### src/rtl/reel_readout.sv
// Observer for three active-low 7-segment reel buses: decodes digits, detects when every
// reel has stopped, and latches a match result behind valid/ack. Optional: REEL_INVALID_DETECT_EN.

module reel_track #(
  parameter int STABLE_CYCLES = 16
) (
  input  logic       clk,
  input  logic       rst_n,
  input  logic [6:0] seg,
  output logic [3:0] digit,
  output logic       stopped
`ifdef REEL_INVALID_DETECT_EN
  ,
  output logic       bad
`endif
);
  localparam logic [7:0] STABLE = 8'(STABLE_CYCLES);

  logic [6:0] s;
  logic [7:0] c;

  function automatic logic [3:0] seg_decode(input logic [6:0] p);
    case (p)
      7'b1000000: seg_decode = 4'd0;
      7'b1111001: seg_decode = 4'd1;
      7'b0100100: seg_decode = 4'd2;
      7'b0110000: seg_decode = 4'd3;
      7'b0011001: seg_decode = 4'd4;
      7'b0010010: seg_decode = 4'd5;
      7'b0000010: seg_decode = 4'd6;
      7'b1111000: seg_decode = 4'd7;
      7'b0000000: seg_decode = 4'd8;
      7'b0010000: seg_decode = 4'd9;
      default:    seg_decode = 4'hF;
    endcase
  endfunction

  assign digit   = seg_decode(s);
  assign stopped = (c == STABLE);

`ifdef REEL_INVALID_DETECT_EN
  // Judged on the incoming sample so a bad pattern never accrues stability.
  assign bad = (seg_decode(seg) == 4'hF);
`endif

  always_ff @(posedge clk or negedge rst_n) begin
    if (!rst_n) begin
      s <= 7'h7F;
      c <= '0;
    end else begin
      s <= seg;
`ifdef REEL_INVALID_DETECT_EN
      if (seg != s || bad) c <= '0;
`else
      if (seg != s) c <= '0;
`endif
      else if (c < STABLE) c <= c + 8'd1;
    end
  end
endmodule

module reel_readout #(
  parameter int STABLE_CYCLES = 16
) (
  input  logic       i_clock,
  input  logic       i_reset,
  input  logic [6:0] i_seg0,
  input  logic [6:0] i_seg1,
  input  logic [6:0] i_seg2,
  input  logic       i_result_ack,
  output logic       o_result_valid,
  output logic [3:0] o_digit0,
  output logic [3:0] o_digit1,
  output logic [3:0] o_digit2,
  output logic [1:0] o_match,
  output logic [7:0] o_win_count,
  output logic       o_fault
);
  localparam int NUM_REELS = 3;

  typedef enum logic [1:0] {ARMED, SPIN, RESULT} state_t;
  typedef struct packed {
    logic [NUM_REELS-1:0][3:0] digit;
    logic [1:0]                match;
  } result_t;

  logic [NUM_REELS-1:0][6:0] seg;
  logic [NUM_REELS-1:0][3:0] digit;
  logic [NUM_REELS-1:0]      stopped;
`ifdef REEL_INVALID_DETECT_EN
  logic [NUM_REELS-1:0]      bad;
`endif

  assign seg = {i_seg2, i_seg1, i_seg0};

  for (genvar i = 0; i < NUM_REELS; i++) begin : g_reel
    reel_track #(.STABLE_CYCLES(STABLE_CYCLES)) u_reel (
      .clk     (i_clock),
      .rst_n   (i_reset),
      .seg     (seg[i]),
      .digit   (digit[i]),
      .stopped (stopped[i])
`ifdef REEL_INVALID_DETECT_EN
      ,
      .bad     (bad[i])
`endif
    );
  end

  // 4'hF never participates in a match.
  logic       eq01, eq02, eq12;
  logic [1:0] match_nxt;
  assign eq01 = (digit[0] == digit[1]) && (digit[0] != 4'hF);
  assign eq02 = (digit[0] == digit[2]) && (digit[0] != 4'hF);
  assign eq12 = (digit[1] == digit[2]) && (digit[1] != 4'hF);
  assign match_nxt = (eq01 && eq12)          ? 2'd2 :
                     (eq01 || eq02 || eq12)  ? 2'd1 : 2'd0;

  state_t  state, state_nxt;
  logic    load, clr;
  result_t res;
  logic    valid;
  logic [7:0] win;

  always_ff @(posedge i_clock or negedge i_reset) begin
    if (!i_reset) state <= ARMED;
    else          state <= state_nxt;
  end

  always_comb begin
    state_nxt = state;
    load      = 1'b0;
    clr       = 1'b0;
    case (state)
      ARMED:  if (!(&stopped)) state_nxt = SPIN;
      SPIN:   if (&stopped) begin state_nxt = RESULT; load = 1'b1; end
      RESULT: if (i_result_ack) begin state_nxt = ARMED; clr = 1'b1; end
      default: state_nxt = ARMED;
    endcase
  end

  always_ff @(posedge i_clock or negedge i_reset) begin
    if (!i_reset) begin
      res   <= '0;
      valid <= 1'b0;
      win   <= '0;
    end else if (load) begin
      res.digit <= digit;
      res.match <= match_nxt;
      valid     <= 1'b1;
      if (match_nxt == 2'd2 && win != 8'hFF) win <= win + 8'd1;
    end else if (clr) begin
      valid <= 1'b0;
    end
  end

`ifdef REEL_INVALID_DETECT_EN
  logic fault;
  always_ff @(posedge i_clock or negedge i_reset) begin
    if (!i_reset) fault <= 1'b0;
    else if (|bad) fault <= 1'b1;
  end
  assign o_fault = fault;
`else
  assign o_fault = 1'b0;
`endif

  assign o_result_valid = valid;
  assign o_digit0       = res.digit[0];
  assign o_digit1       = res.digit[1];
  assign o_digit2       = res.digit[2];
  assign o_match        = res.match;
  assign o_win_count    = win;
endmodule
### config.mk
export PLATFORM = sky130hd
export DESIGN_NAME = reel_readout
export DESIGN_NICKNAME = d
export VERILOG_FILES = /design/src/rtl/reel_readout.sv
export SDC_FILE = /design/constraint.sdc
export NUM_CORES = 1
export LEC_CHECK = 0
export ABC_AREA = 1
export BUFFER_PORTS_ARGS = -buffer_cell sky130_fd_sc_hd__buf_2
export CORE_MARGIN = 10
export CORE_UTILIZATION = 38
export CTS_CLUSTER_DIAMETER = 40
export DETAILED_ROUTE_END_ITERATION = 7
export PLACE_DENSITY = 0.68
export SLEW_MARGIN = 20
export SYNTH_ARGS = -nofsm -noshare
export SYNTH_HDL_FRONTEND = slang
export SYNTH_SLANG_ARGS = --single-unit
### constraint.sdc
create_clock -name i_clock -period 3.9 [get_ports i_clock]
set_input_delay 0.585 -clock i_clock [delete_from_list [all_inputs] [get_ports i_clock]]
set_output_delay 0.585 -clock i_clock [all_outputs]
set_load 0.02 [all_outputs]
== Word level (Yosys, flattened, before mapping) ==
Cells that the tools add are included.

* Register bits: 70
* Word-level logic and storage cells: 104

* $add $sub $neg: 4
* Order comparisons: 3
* Equality and inequality tests: 45
* Muxes and demuxes: 21
* Reduce and logical (&&, ||, !) cells: 18

{| class="wikitable"
|+ Operators by type and width
! operator !! count
|-
| 4-bit case mux with 10 select lines || 3
|-
| 7-bit by 5-bit equality test with 1-bit output, second input constant || 9
|-
| 7-bit equality test, second input constant || 9
|-
| 8-bit two-way mux || 6
|-
| 7-bit by 6-bit equality test with 1-bit output, second input constant || 6
|-
| 8-bit by 1-bit adder with 8-bit output, second input constant || 4
|-
| 8-bit by 5-bit equality test with 1-bit output, second input constant || 3
|-
| 8-bit by 5-bit less-than comparator with 1-bit output, second input constant || 3
|-
| 7-bit by 2-bit equality test with 1-bit output, second input constant || 3
|-
| 7-bit logical NOT || 3
|-
| 7-bit != test || 3
|-
| 4-bit equality test || 3
|-
| 2-bit two-way mux || 4
|-
| 4-bit != test, second input constant || 2
|-
| 8-bit != test, second input constant || 1
|-
| 2-bit nonzero test || 4
|-
| 1-bit two-way mux || 7
|-
| 2-bit != test, second input constant || 3
|-
| 2-bit case mux with 3 select lines || 1
|-
| 3-bit AND reduction || 2
|-
| 1-bit logical AND || 5
|-
| 2-bit equality test, second input constant || 2
|-
| 2-bit by 1-bit equality test with 1-bit output, second input constant || 1
|-
| 2-bit logical NOT || 1
|-
| other kinds (2) || 3
|}

== Logic depth before layout (Yosys ltp) ==
* Depth in word-level cells: 11
* Mapped depth: 17
* Depth with buffers taken out: 17

== Modules after synthesis ==
Synthesis repeated with hierarchy kept, for this count alone.

* Cells, all modules: 560
* Area, all modules: 4065.1 µm²

{| class="wikitable"
|+ Modules (own cells, without submodules)
! module !! instances !! cells an instance !! area an instance (µm²)
|-
| reel_track || 3 || 128 || 905.9
|-
| reel_readout || 1 || 176 || 1347.5
|}

== Worst setup path after synthesis ==
Ideal clock, no wire load.

* Kind: flip-flop to flip-flop
* From: register g_reel[2].u_reel.s[3]
* To: register win[2] (netlist: o_win_count[2])
* Setup time: 0.119 ns
* Arrival time: 1.856 ns
* Required time: 3.781 ns
* Path slack: 1.925 ns
* Stages on the path, launching flop included: 18
* Path buffers: 0
* Path through: dfstp_2 > inv_1 > nor2_2 > nand2_1 > nand2_1 > nand2_1 > nand2_2 > inv_2 > nand2_1 > nand2_1 > nand2_1 > nand2_2 > nor2_4 > nand2_2 > nor2_4 > nand4_4 > nand2_1 > nand2_1

* Longest elaborated chain between the ends: 11
* Elaborated cells between the ends (all ways): 23
* Classes of those cells: eq/ne (12); mux (3); reduce/logical (8)

{| class="wikitable"
|+ RTL lines
! element !! line !! source
|-
| from (decl) || 19 || <nowiki>logic [6:0] s;</nowiki>
|-
| from (signal assigned) || 51 || <nowiki>s <= seg;</nowiki>
|-
| 7-bit by 5-bit equality test with 1-bit output, or another cell as far along || 23 || <nowiki>case (p)</nowiki>
|-
| 4-bit case mux with 10 select lines (*) || 23 ||
|-
| 4-bit equality test || 114 || <nowiki>assign eq02 = (digit[0] == digit[2]) && (digit[0] != 4'hF);</nowiki>
|-
| 1-bit logical AND || 114 ||
|-
| 1-bit logical OR (2 in series) || 117 || <nowiki>(eq01 || eq02 || eq12) ? 2'd1 : 2'd0;</nowiki>
|-
| 1-bit two-way mux || 117 ||
|-
| 2-bit two-way mux (*) || 116 || <nowiki>assign match_nxt = (eq01 && eq12) ? 2'd2 :</nowiki>
|-
| 2-bit equality test (*) || 151 || <nowiki>if (match_nxt == 2'd2 && win != 8'hFF) win <= win + 8'd1;</nowiki>
|-
| 1-bit logical AND (*) || 151 ||
|-
| 2-bit AND reduction (no line) (*) || n/a ||
|-
| to (signal assigned) || 151 ||
|-
| to (decl) || 123 || <nowiki>logic [7:0] win;</nowiki>
|}

Every way passes the cells marked *; elsewhere a longest branch is shown, timed or not.
A chain may end at the register's enable or synchronous reset.

== Worst setup path in the final report ==
* From: register g_reel[1].u_reel.c[0]
* To: register res (netlist bit o_digit1[1])

* Longest elaborated chain between the ends: 4

{| class="wikitable"
|+ RTL lines
! element !! line !! source
|-
| from (decl) || 20 || <nowiki>logic [7:0] c;</nowiki>
|-
| from (signal assigned) || 57 || <nowiki>else if (c < STABLE) c <= c + 8'd1;</nowiki>
|-
| 8-bit by 5-bit equality test with 1-bit output || 39 || <nowiki>assign stopped = (c == STABLE);</nowiki>
|-
| 3-bit AND reduction || 136 || <nowiki>SPIN: if (&stopped) begin state_nxt = RESULT; load = 1'b1; end</nowiki>
|-
| 1-bit two-way mux || 136 ||
|-
| 1-bit two-way mux || 134 || <nowiki>case (state)</nowiki>
|-
| to (decl) || 121 || <nowiki>result_t res;</nowiki>
|}

No other way between the ends.

==> flow_summary.toml <==
[drt]
drc_errors = 0
post_drt_wl_per_cell_um = 12.1
ant_nets = 0
firstDrtPassIters = 4
vias_per_cell = 4.71
drt_first_iter_violations = 207
drt_wl_total_mm = 9.27
vias = 3605

[run]
maxCapViolations = 0

[clocking]
htreeDepth = 3
clkTransAtPathRegs_ps = 80
hold_buffers = 0
cts_resized = 0
insertion_delay_ps = 350
post_cts_buffers = 0
clk_path_buf_depth = 2
cts_tree = "built"
cts_buffers = 9
cts-root-buf = "clkbuf_8"
numClockSinks = 70

[synthesis]
synth_area_leader_cell = "dfrtp_1"
avgSynthCellArea_um2 = 7.46
synth.ff_latch_count = 70
yosysWarningCount = 0
yosysTopAreaCellShare_pct = 29.0
synthTopCellsByArea = "dfrtp_1, dfstp_2, nand2_1"
synth_cell_types = 29
synthesis.area_um2 = 4230
synth_nets = 598
yosysSeqAreaShare_pct = 42.0
postSynthCellCount = 567

[setup_path]
path_cells = "inv_1, ha_1, nand4_1, nor4_1, nand4_1, nor2_1, inv_1, nand2_1, o21ai_0"
cp-end-kind = "flip-flop"
cp_max_fo = 29
cp_data_required_time_ps = 4100
cp_num_buf_inv = 2
worstSetupStartpointType = "flip-flop"
cp.depth = 9
ff2ff_path_depth = 9
cpMaxStageDelayCell = "nor2_1"
critPathKind = "flip-flop to flip-flop"
critPathTopFamily = "simple AND/OR/NAND/NOR gates"
critPathArrivalTime_ps = 2960
cpPeakStageDelay_ps = 630

[place]
io_buffers = 46
hpwl_mm = 7.41
place_congestion = 0.835

[layout]
nets = 651
final_common_cell = "nand2_1"
layout_common_cells = "nand2_1, nor2_1, inv_1"
drive_above_1_share_pct = 21.6
diodes = 0
synthToLayoutAreaGrowth_pct = 13.5

[sta]
fin_skew_ps = 7.37
setup_viol = 0
hold_violations = 0
hold_ws_ps = 233
setup_tns_ps = 0
layout_min_cycle_time_ps = 2750
worstMarginPinSlew_ps = 773
fin_crit_sh_pct = 70.6
rsz0062_at_grt = "no"
drv_slew = 0
clock.fmax_mhz = 363
slew_headroom_pct = 48.3

[floorplanning]
ios = 48
die-area_um2 = 15800
row_count = 38
die_h_um = 126
die_w_um = 126
core_area_um2 = 10900
start_util_pct = 38.9

[power_and_ir_drop]
clock_power_share_pct = 38.1
swShare_pct = 26.3
power_density_nw_per_um2 = 310
comb_power_share_pct = 10.3
peakVddDrop_mv = 0.147
power.switching_mw = 0.391
seqPwrFrac_pct = 51.6
power.internal_mw = 1.10
p_leak_nw = 2.43
p_total_mw = 1.49

[global_route]
first_global_vias = 3675
grt_max_degree = 47
grt_pass1_wl_mm = 16.5
grt.total_usage_pct = 12.2
antenna_found_initial = 1
grt-ovfl-total = 0

[hold_path]
hp-class = "input port to asynchronous set/reset pin"

[run_status]
status = "finished, final reports clean"
[Yosys cell counts, drive strengths merged]
cell    number
ha           7
xor2         8
clkbuf       3
nand4       13
buf          2
nor4         4
a21oi       11
nor3b        2
dfrtp       49
conb         1
nor3        15
dfstp       21
o31ai        1
nor2       112
nand2      158
xnor2       21
inv         84
o21ai       22
nand3       33
[cells by family after synthesis]
kind of cell | synth area share (%)
and+or+nand+nor | 37.7
other | 0.0886
xor gates and xnor gates | 6.00
buffers and inverters | 8.02
DFF | 42.0
AOI/OAI and AO/OA | 4.08
adders and majority gates | 2.07
[cell type report]
type,instances,area (µm²)
clock inverter,5,50.0
tap,140,175
multi-input combinational,408,2110
fill,1109,6080
timing repair buffer,47,240
clock buffer,11,131
inverter,84,315
sequential,70,1780
[routing by layer]
metal	share of wire (%)	vias up	GRT usage (%)	wire (µm)
met5	0.14	-	0	13
met4	1.5	2	3.93	135
met3	4.5	14	3.55	413
met2	48	51	20.6	4400
met1	46	1673	14.6	4300
li1	-	1865	-	-
[worst paths after layout]
kind	slack (ps)	start	end
setup / recovery	1150	g_reel[1].u_reel.c[0]$_DFFE_PN0P_	o_digit1[1]$_DFFE_PN0P_
hold / removal	230	i_reset	g_reel[0].u_reel.c[0]$_DFFE_PN0P_
setup reg to reg	1150	g_reel[1].u_reel.c[0]$_DFFE_PN0P_	o_digit1[1]$_DFFE_PN0P_
hold reg to reg	480	o_digit1[0]$_DFFE_PN0P_	o_digit1[0]$_DFFE_PN0P_
max in group asynchronous	2880	i_reset	g_reel[2].u_reel.s[6]$_DFF_PN1_
min in group i_clock	350	i_seg2[1]	g_reel[2].u_reel.s[1]$_DFF_PN1_
[power by group through the flow]
stage / logic (mW) / registers, mW / clock network, mW
after floorplan: 0.103 / 0.777 / 0
after global placement: 0.150 / 0.780 / 0
after detailed placement: 0.154 / 0.781 / 0
after CTS: 0.155 / 0.768 / 0.578
after global routing: 0.175 / 0.770 / 0.613
final: 0.153 / 0.767 / 0.566
[sequential cells by signal, summed over array words and instances, names as in the netlist]
register and count:
o_digit1 4, g_reel.u_reel.s 21, state 2, o_digit0 4, o_digit2 4, o_match 2, o_win_count 8, o_result_valid 1
g_reel.u_reel.c 24
[worst register-to-register path, stage by stage (launching register included)]
cell and delay [ps]:
dfrtp_1 400, inv_1 100, ha_1 150, nand4_1 90
nor4_1 220, nand4_1 190, nor2_1 630, inv_1 570
nand2_1 160, o21ai_0 90
[per-stage QoR]
| step | utilization [%] | setup WS (ps) | cells | area (µm²) |
|---|---|---|---|---|
| CTS | 44.1 | 1140 | 765 | 4800 |
| global placement | 42.4 | 1220 | 749 | 4620 |
| floorplan | - | 1930 | 567 | 4230 |
| detailed placement | 42.4 | 1140 | 749 | 4620 |
| global route | 44.1 | 700 | 765 | 4800 |
| finish | 44.1 | 1150 | 765 | 4800 |
Note: power is estimated with default switching activity, not from simulation.
